$ cat config.mk
export PLATFORM = sky130hd
export DESIGN_NAME = fifo_wptr_full_ctrl
export DESIGN_NICKNAME = d
export VERILOG_FILES = /design/src/rtl/fifo_pkg.sv /design/src/rtl/fifo_wptr_full_ctrl_gray2bin_conv.sv /design/src/rtl/fifo_wptr_full_ctrl.sv
export SDC_FILE = /design/constraint.sdc
export NUM_CORES = 1
export LEC_CHECK = 0
export ABC_AREA = 1
export ABC_CLOCK_PERIOD_IN_PS = 5550
export BUFFER_PORTS_ARGS = -buffer_cell sky130_fd_sc_hd__buf_4
export CORE_UTILIZATION = 54
export DETAILED_ROUTE_END_ITERATION = 7
export PLACE_DENSITY = 0.93
export SLEW_MARGIN = 10
export SYNTH_ARGS = -nofsm -noshare
export SYNTH_HDL_FRONTEND = slang
export SYNTH_HIERARCHICAL = 1
export SYNTH_SLANG_ARGS = --single-unit
$ cat constraint.sdc
create_clock -name clk -period 5.55 [get_ports clk]
set_input_delay 1.11 -clock clk [delete_from_list [all_inputs] [get_ports clk]]
set_output_delay 1.11 -clock clk [all_outputs]
set_load 0.1 [all_outputs]
$ cat src/rtl/fifo_pkg.sv
// Shared async-FIFO definitions: default address width, pointer width and
// Gray/binary helpers used by both the write- and read-side controllers.
package fifo_pkg;

  localparam int ADDR_W = 3;
  localparam int PTR_W  = ADDR_W + 1;

  function automatic logic [PTR_W-1:0] bin2gray(input logic [PTR_W-1:0] bin);
    return (bin >> 1) ^ bin;
  endfunction

  // Each binary bit is the XOR of all Gray bits at or above it.
  function automatic logic [PTR_W-1:0] gray2bin(input logic [PTR_W-1:0] gray);
    logic [PTR_W-1:0] bin;
    bin = '0;
    for (int i = 0; i < PTR_W; i++) begin
      bin[i] = ^(gray >> i);
    end
    return bin;
  endfunction

endpackage

$ cat src/rtl/fifo_wptr_full_ctrl_gray2bin_conv.sv
// Combinational Gray-to-binary converter (XOR prefix from the MSB down).
module gray2bin_conv #(
  parameter int W = 4
) (
  input  logic [W-1:0] gray_i,
  output logic [W-1:0] bin_o
);

  always_comb begin
    bin_o = '0;
    for (int i = 0; i < W; i++) begin
      bin_o[i] = ^(gray_i >> i);
    end
  end

endmodule

$ cat src/rtl/fifo_wptr_full_ctrl.sv
// Async FIFO write-side controller: binary/Gray write pointer, full,
// almost-full, fill level and sticky overflow, all in the clk domain.
module fifo_wptr_full_ctrl #(
  parameter int ADDR_W    = fifo_pkg::ADDR_W,
  parameter int AF_THRESH = 6
) (
  input  logic              clk,
  input  logic              rst_n,
  input  logic              wr_en,
  input  logic [ADDR_W:0]   rq_ptr_sync,
  input  logic              ovf_clr,
  output logic              wr_accept,
  output logic [ADDR_W-1:0] w_addr,
  output logic [ADDR_W:0]   w_gptr,
  output logic              full,
  output logic              almost_full,
  output logic [ADDR_W:0]   wr_level,
  output logic              overflow
);

  import fifo_pkg::*;

  localparam int PW = ADDR_W + 1;

  logic [PW-1:0] wbin_q, wbin_d;
  logic [PW-1:0] gptr_q, gptr_d;
  logic [PW-1:0] level_q, level_d;
  logic [PW-1:0] rbin;
  logic          full_q, full_d;
  logic          af_q, af_d;
  logic          ovf_q, ovf_d;
  logic          push;

  gray2bin_conv #(.W(PW)) u_rq_conv (
    .gray_i (rq_ptr_sync),
    .bin_o  (rbin)
  );

  // Flags are derived from next-state pointers so full asserts on the
  // very edge that accepts the DEPTH-th write.
  always_comb begin
    push    = wr_en & ~full_q;
    wbin_d  = wbin_q + PW'(push);
    gptr_d  = (wbin_d >> 1) ^ wbin_d;
    level_d = wbin_d - rbin;
    full_d  = (gptr_d == {~rq_ptr_sync[PW-1:PW-2], rq_ptr_sync[PW-3:0]});
    af_d    = (32'(level_d) >= AF_THRESH);
    ovf_d   = (wr_en & full_q) | (ovf_q & ~ovf_clr);
  end

  always_ff @(posedge clk or negedge rst_n) begin
    if (!rst_n) begin
      wbin_q  <= '0;
      gptr_q  <= '0;
      level_q <= '0;
      full_q  <= 1'b0;
      af_q    <= 1'b0;
      ovf_q   <= 1'b0;
    end else begin
      wbin_q  <= wbin_d;
      gptr_q  <= gptr_d;
      level_q <= level_d;
      full_q  <= full_d;
      af_q    <= af_d;
      ovf_q   <= ovf_d;
    end
  end

  assign wr_accept   = push;
  assign w_addr      = wbin_q[ADDR_W-1:0];
  assign w_gptr      = gptr_q;
  assign full        = full_q;
  assign almost_full = af_q;
  assign wr_level    = level_q;
  assign overflow    = ovf_q;

endmodule
## Word-level counts from Yosys, hierarchy flattened

Index checks and enable logic that the tools add are counted.

| word-level totals | value |
|---|---|
| input bits | 8 |
| output and inout port bits | 15 |
| logic and storage cells | 22 |
| bits in registers | 15 |

| cells by class | value |
|---|---|
| equal/unequal tests | 1 |
| bitwise gates (word level) | 8 |
| reduce and logical (&&, ||, !) cells | 4 |
| $add $sub $neg | 2 |
| $lt $le $gt $ge | 1 |

Operator list:

| kind | number |
|---|---|
| 4-bit parity | 4 |
| 4-bit by 1-bit adder with 4-bit output | 1 |
| 4-bit == test | 1 |
| 4-bit by 3-bit greater-or-equal comparator with 1-bit output (second input constant) | 1 |
| 4-bit subtractor | 1 |
| 3-bit by 4-bit XOR with 4-bit output | 1 |
| 1-bit bitwise AND | 3 |
| 1-bit NOT | 2 |
| 2-bit NOT | 1 |
| 1-bit bitwise OR | 1 |

## Logic depth before layout (Yosys ltp)

| logic depth | value |
|---|---|
| depth in word-level cells | 5 |
| depth in mapped cells | 13 |
| depth with buffers taken out | 13 |

## By module

The synthesis kept the hierarchy.

By module, submodules not included:

| module | area each (µm²) | times used | cells an instance | seq. area each (µm²) |
|---|---|---|---|---|
| fifo_wptr_full_ctrl | 739.5 | 1 | 88 | 350.3 |
| gray2bin_conv | 90.1 | 1 | 21 | 0.0 |

## Worst setup path after synthesis

Ideal clock, no wire load.

| path | value |
|---|---|
| path type | input port to flip-flop |
| start | input port wr_en |
| end | register af_q (netlist: almost_full) |
| slack | 1.504 ns |
| library setup time | 0.126 ns |
| cell stages on the path | 11 |
| arrival | 3.920 ns |
| cells stage by stage | inv_1 -> nor2_1 -> ha_1 -> ha_1 -> inv_1 -> nand2_1 -> nand2_2 -> ha_1 -> a21o_1 -> nand3_1 -> nand3_1 |

| on the way | value |
|---|---|
| cells in the longest elaborated chain, start to end | 4 |

RTL lines:

| item | line | RTL |
|---|---|---|
| start, declared | fifo_wptr_full_ctrl.sv:9 | `input logic wr_en,` |
| 1-bit bitwise AND | fifo_wptr_full_ctrl.sv:42 | `push = wr_en & ~full_q;` |
| named net wr_accept | fifo_wptr_full_ctrl.sv:12 | `output logic wr_accept,` |
| 4-bit by 1-bit adder with 4-bit output | fifo_wptr_full_ctrl.sv:43 | `wbin_d = wbin_q + PW'(push);` |
| named net wbin_d[2] | fifo_wptr_full_ctrl.sv:25 | `logic [PW-1:0] wbin_q, wbin_d;` |
| 4-bit subtractor | fifo_wptr_full_ctrl.sv:45 | `level_d = wbin_d - rbin;` |
| 4-bit by 3-bit greater-or-equal comparator with 1-bit output | fifo_wptr_full_ctrl.sv:47 | `af_d = (32'(level_d) >= AF_THRESH);` |
| named net af_d | fifo_wptr_full_ctrl.sv:30 | `logic af_q, af_d;` |
| end signal, assigned | fifo_wptr_full_ctrl.sv:57 | `af_q <= 1'b0;` |
| end signal, assigned | fifo_wptr_full_ctrl.sv:64 | `af_q <= af_d;` |
| end, declared | fifo_wptr_full_ctrl.sv:30 |  |

The timed path passes the listed nets, and every way through them passes these cells.

## Worst setup path in the final report

| path | value |
|---|---|
| start | input port wr_en |
| end | output port wr_accept |

| on the way | value |
|---|---|
| cells in the longest elaborated chain, start to end | 1 |

RTL lines:

| item | line |
|---|---|
| 1-bit bitwise AND | fifo_wptr_full_ctrl.sv:42 |
| end, declared | fifo_wptr_full_ctrl.sv:12 |

No other way between the ends.

==> impl_metrics.json <==
{
  "status": "complete, no violations",
  "core_area_um2": 1370,
  "max_stage_delay_ps": 310,
  "drtAntennaViolNets": 0,
  "die_area_um2": 1700,
  "register_area_um2": 350,
  "antenna_found_initial": 0,
  "avgSynthCellArea_um2": 7.61,
  "drtIter0Drc": 11,
  "postRouteWirelength_um": 1650,
  "layout_commonest_cell": "nand2_1",
  "maxCapViolations": 0,
  "setup_tns_ps": 0,
  "fin_crit_sh": 0.501,
  "nets": 149,
  "final_cell_mix": "nand2_1, inv_1, buf_4, dfrtp_1, nand3_1",
  "row_count": 13,
  "die_width_um": 41.2,
  "r2r_start": "full$_DFF_PN0_",
  "setup_violations": 0,
  "dr.pass1.iters": 4,
  "rsz0062_at_grt": "false",
  "crit_top_cell": "buf_4",
  "skew_ps": 3.30,
  "cts_buffer_depth": 2,
  "post-route-drc-count": 0,
  "via_per_inst": 5.00,
  "path_cells": "buf_4 -> inv_1 -> nor2_1 -> buf_4",
  "hp-class": "reg2reg",
  "cp.required_ps": 4440,
  "ys_types": 16,
  "startpoint": "wr_en",
  "grt_pass1_wl_um": 2500,
  "dp_hpwl_um": 1300,
  "final_hold_viol_count": 0,
  "grt_max_degree": 15,
  "cts_tree": "built",
  "cp_max_fo": 2,
  "cp-end-kind": "primary output",
  "cp-start-kind": "primary input",
  "ctsHoldBuffers": 0,
  "critPathSlowestCell": "buf_4",
  "grt-ovfl-total": 0,
  "seq_area_frac_synth": 0.422,
  "layout-drive-gt1-share": 0.239,
  "cts_buffers": 3,
  "slew_headroom": 0.814,
  "cp_data_arrival_time_ps": 1670,
  "multi_input_area_um2": 384,
  "synthesis.area_um2": 830,
  "die_y_um": 41.2,
  "vias": 745,
  "htreeDepth": 1,
  "place.gp.congestion": 0.857,
  "ys_ff_latch": 14,
  "finalHoldWorstSlack_ps": 527,
  "fmax_ghz": 0.360,
  "antenna_cells": 0,
  "yosys_warnings": 6,
  "port_buffers": 22,
  "crit_type": "in2out",
  "nFillCells": 102,
  "boundaryPins": 23,
  "clock_latency_ps": 270,
  "slew_viol_final": 0,
  "final_area_um2": 1040,
  "post_dp_cell_area_um2": 1010,
  "cts_root_buf": "clkbuf_4",
  "tightest_slew_ps": 281,
  "initial_core_util": 0.607,
  "min_from": "full$_DFF_PN0_",
  "ys_top_cells_by_area": "dfrtp_1, nand2_1, inv_1, ha_1, nand3_1",
  "fin_util": 0.763,
  "post_cts_buffers": 0,
  "grt_pass1_vias": 645,
  "syn-num-nets": 123,
  "gr-usage-all-layers": 0.229,
  "yosysTopAreaCell": "dfrtp_1",
  "area_growth_pct": 25.6,
  "synth_top_area_share": 0.422,
  "clk_pin_slew_ps": 80,
  "min_period_ps": 2780,
  "cts.sinks": 14,
  "synth_cells": 109,
  "cts_resized": 0,
  "wl_per_cell_um": 11.0
}
metrics by stage:
stage	setup slack, ps	cells
final	2770	149
after global routing	2710	149
after CTS	2770	149
after detailed placement	2630	145
after global placement	2710	145
after floorplan	1500	109
worst paths after layout:
| kind | cells after the start | slack [ps] | to |
|---|---|---|---|
| max | 4 | 2770 | wr_accept |
| min | 2 | 530 | overflow$_DFF_PN0_ |
| max reg2reg | 10 | 3430 | almost_full$_DFF_PN0_ |
| min reg2reg | 2 | 530 | overflow$_DFF_PN0_ |
| max in group asynchronous | 1 | 4720 | wbin_q[1]$_DFF_PN0_ |
| min in group asynchronous | 1 | 670 | w_gptr[3]$_DFF_PN0_ |
worst max-delay path: cells and delay by family:
kind,cells,cell delay (ps)
buf+inv,3,420
simple gates,1,130
Yosys cell counts:
master / n
nand2_1: 40
nand2_2: 4
nor2_1: 2
o21bai_1: 1
nand4_1: 2
buf_4: 1
clkinv_2: 1
nand3_1: 10
fa_1: 1
ha_1: 5
a21o_1: 1
nand3_2: 1
dfrtp_1: 14
o21ai_0: 1
xnor2_1: 3
inv_1: 22
sequential cells by signal, indices dropped and copies added, names as in the netlist:
signal and flops:
w_gptr 4, wr_level 4, wbin_q 3, almost_full 1, full 1, overflow 1
area by class of cell:
type / instances / share of cell area
inverters: 23 / 0.0840
well taps: 15 / 0.0180
multi-input cells: 71 / 0.369
repair buffers: 22 / 0.158
flip-flops and latches: 14 / 0.336
clock buffers: 4 / 0.0348
cells by family after synthesis:
family / synth area share
AND/OR/NAND/NOR: 0.308
flip-flops: 0.422
adder cells (fa/ha/maj): 0.0995
buffers and inverters: 0.115
AO/OA/AOI/OAI: 0.0241
XOR/XNOR: 0.0317
layer usage:
layer / vias to the layer above / share of wire / track usage
li1: 381 / - / -
met1: 339 / 0.42 / 0.252
met2: 21 / 0.52 / 0.438
met3: 4 / 0.036 / 0.0326
met4: 0 / 0.017 / 0.0806
met5: - / 0 / 0
Power is left out: the tool's default activity adds up to more than one toggle a clock period on the data nets, which glitch-free logic cannot reach.
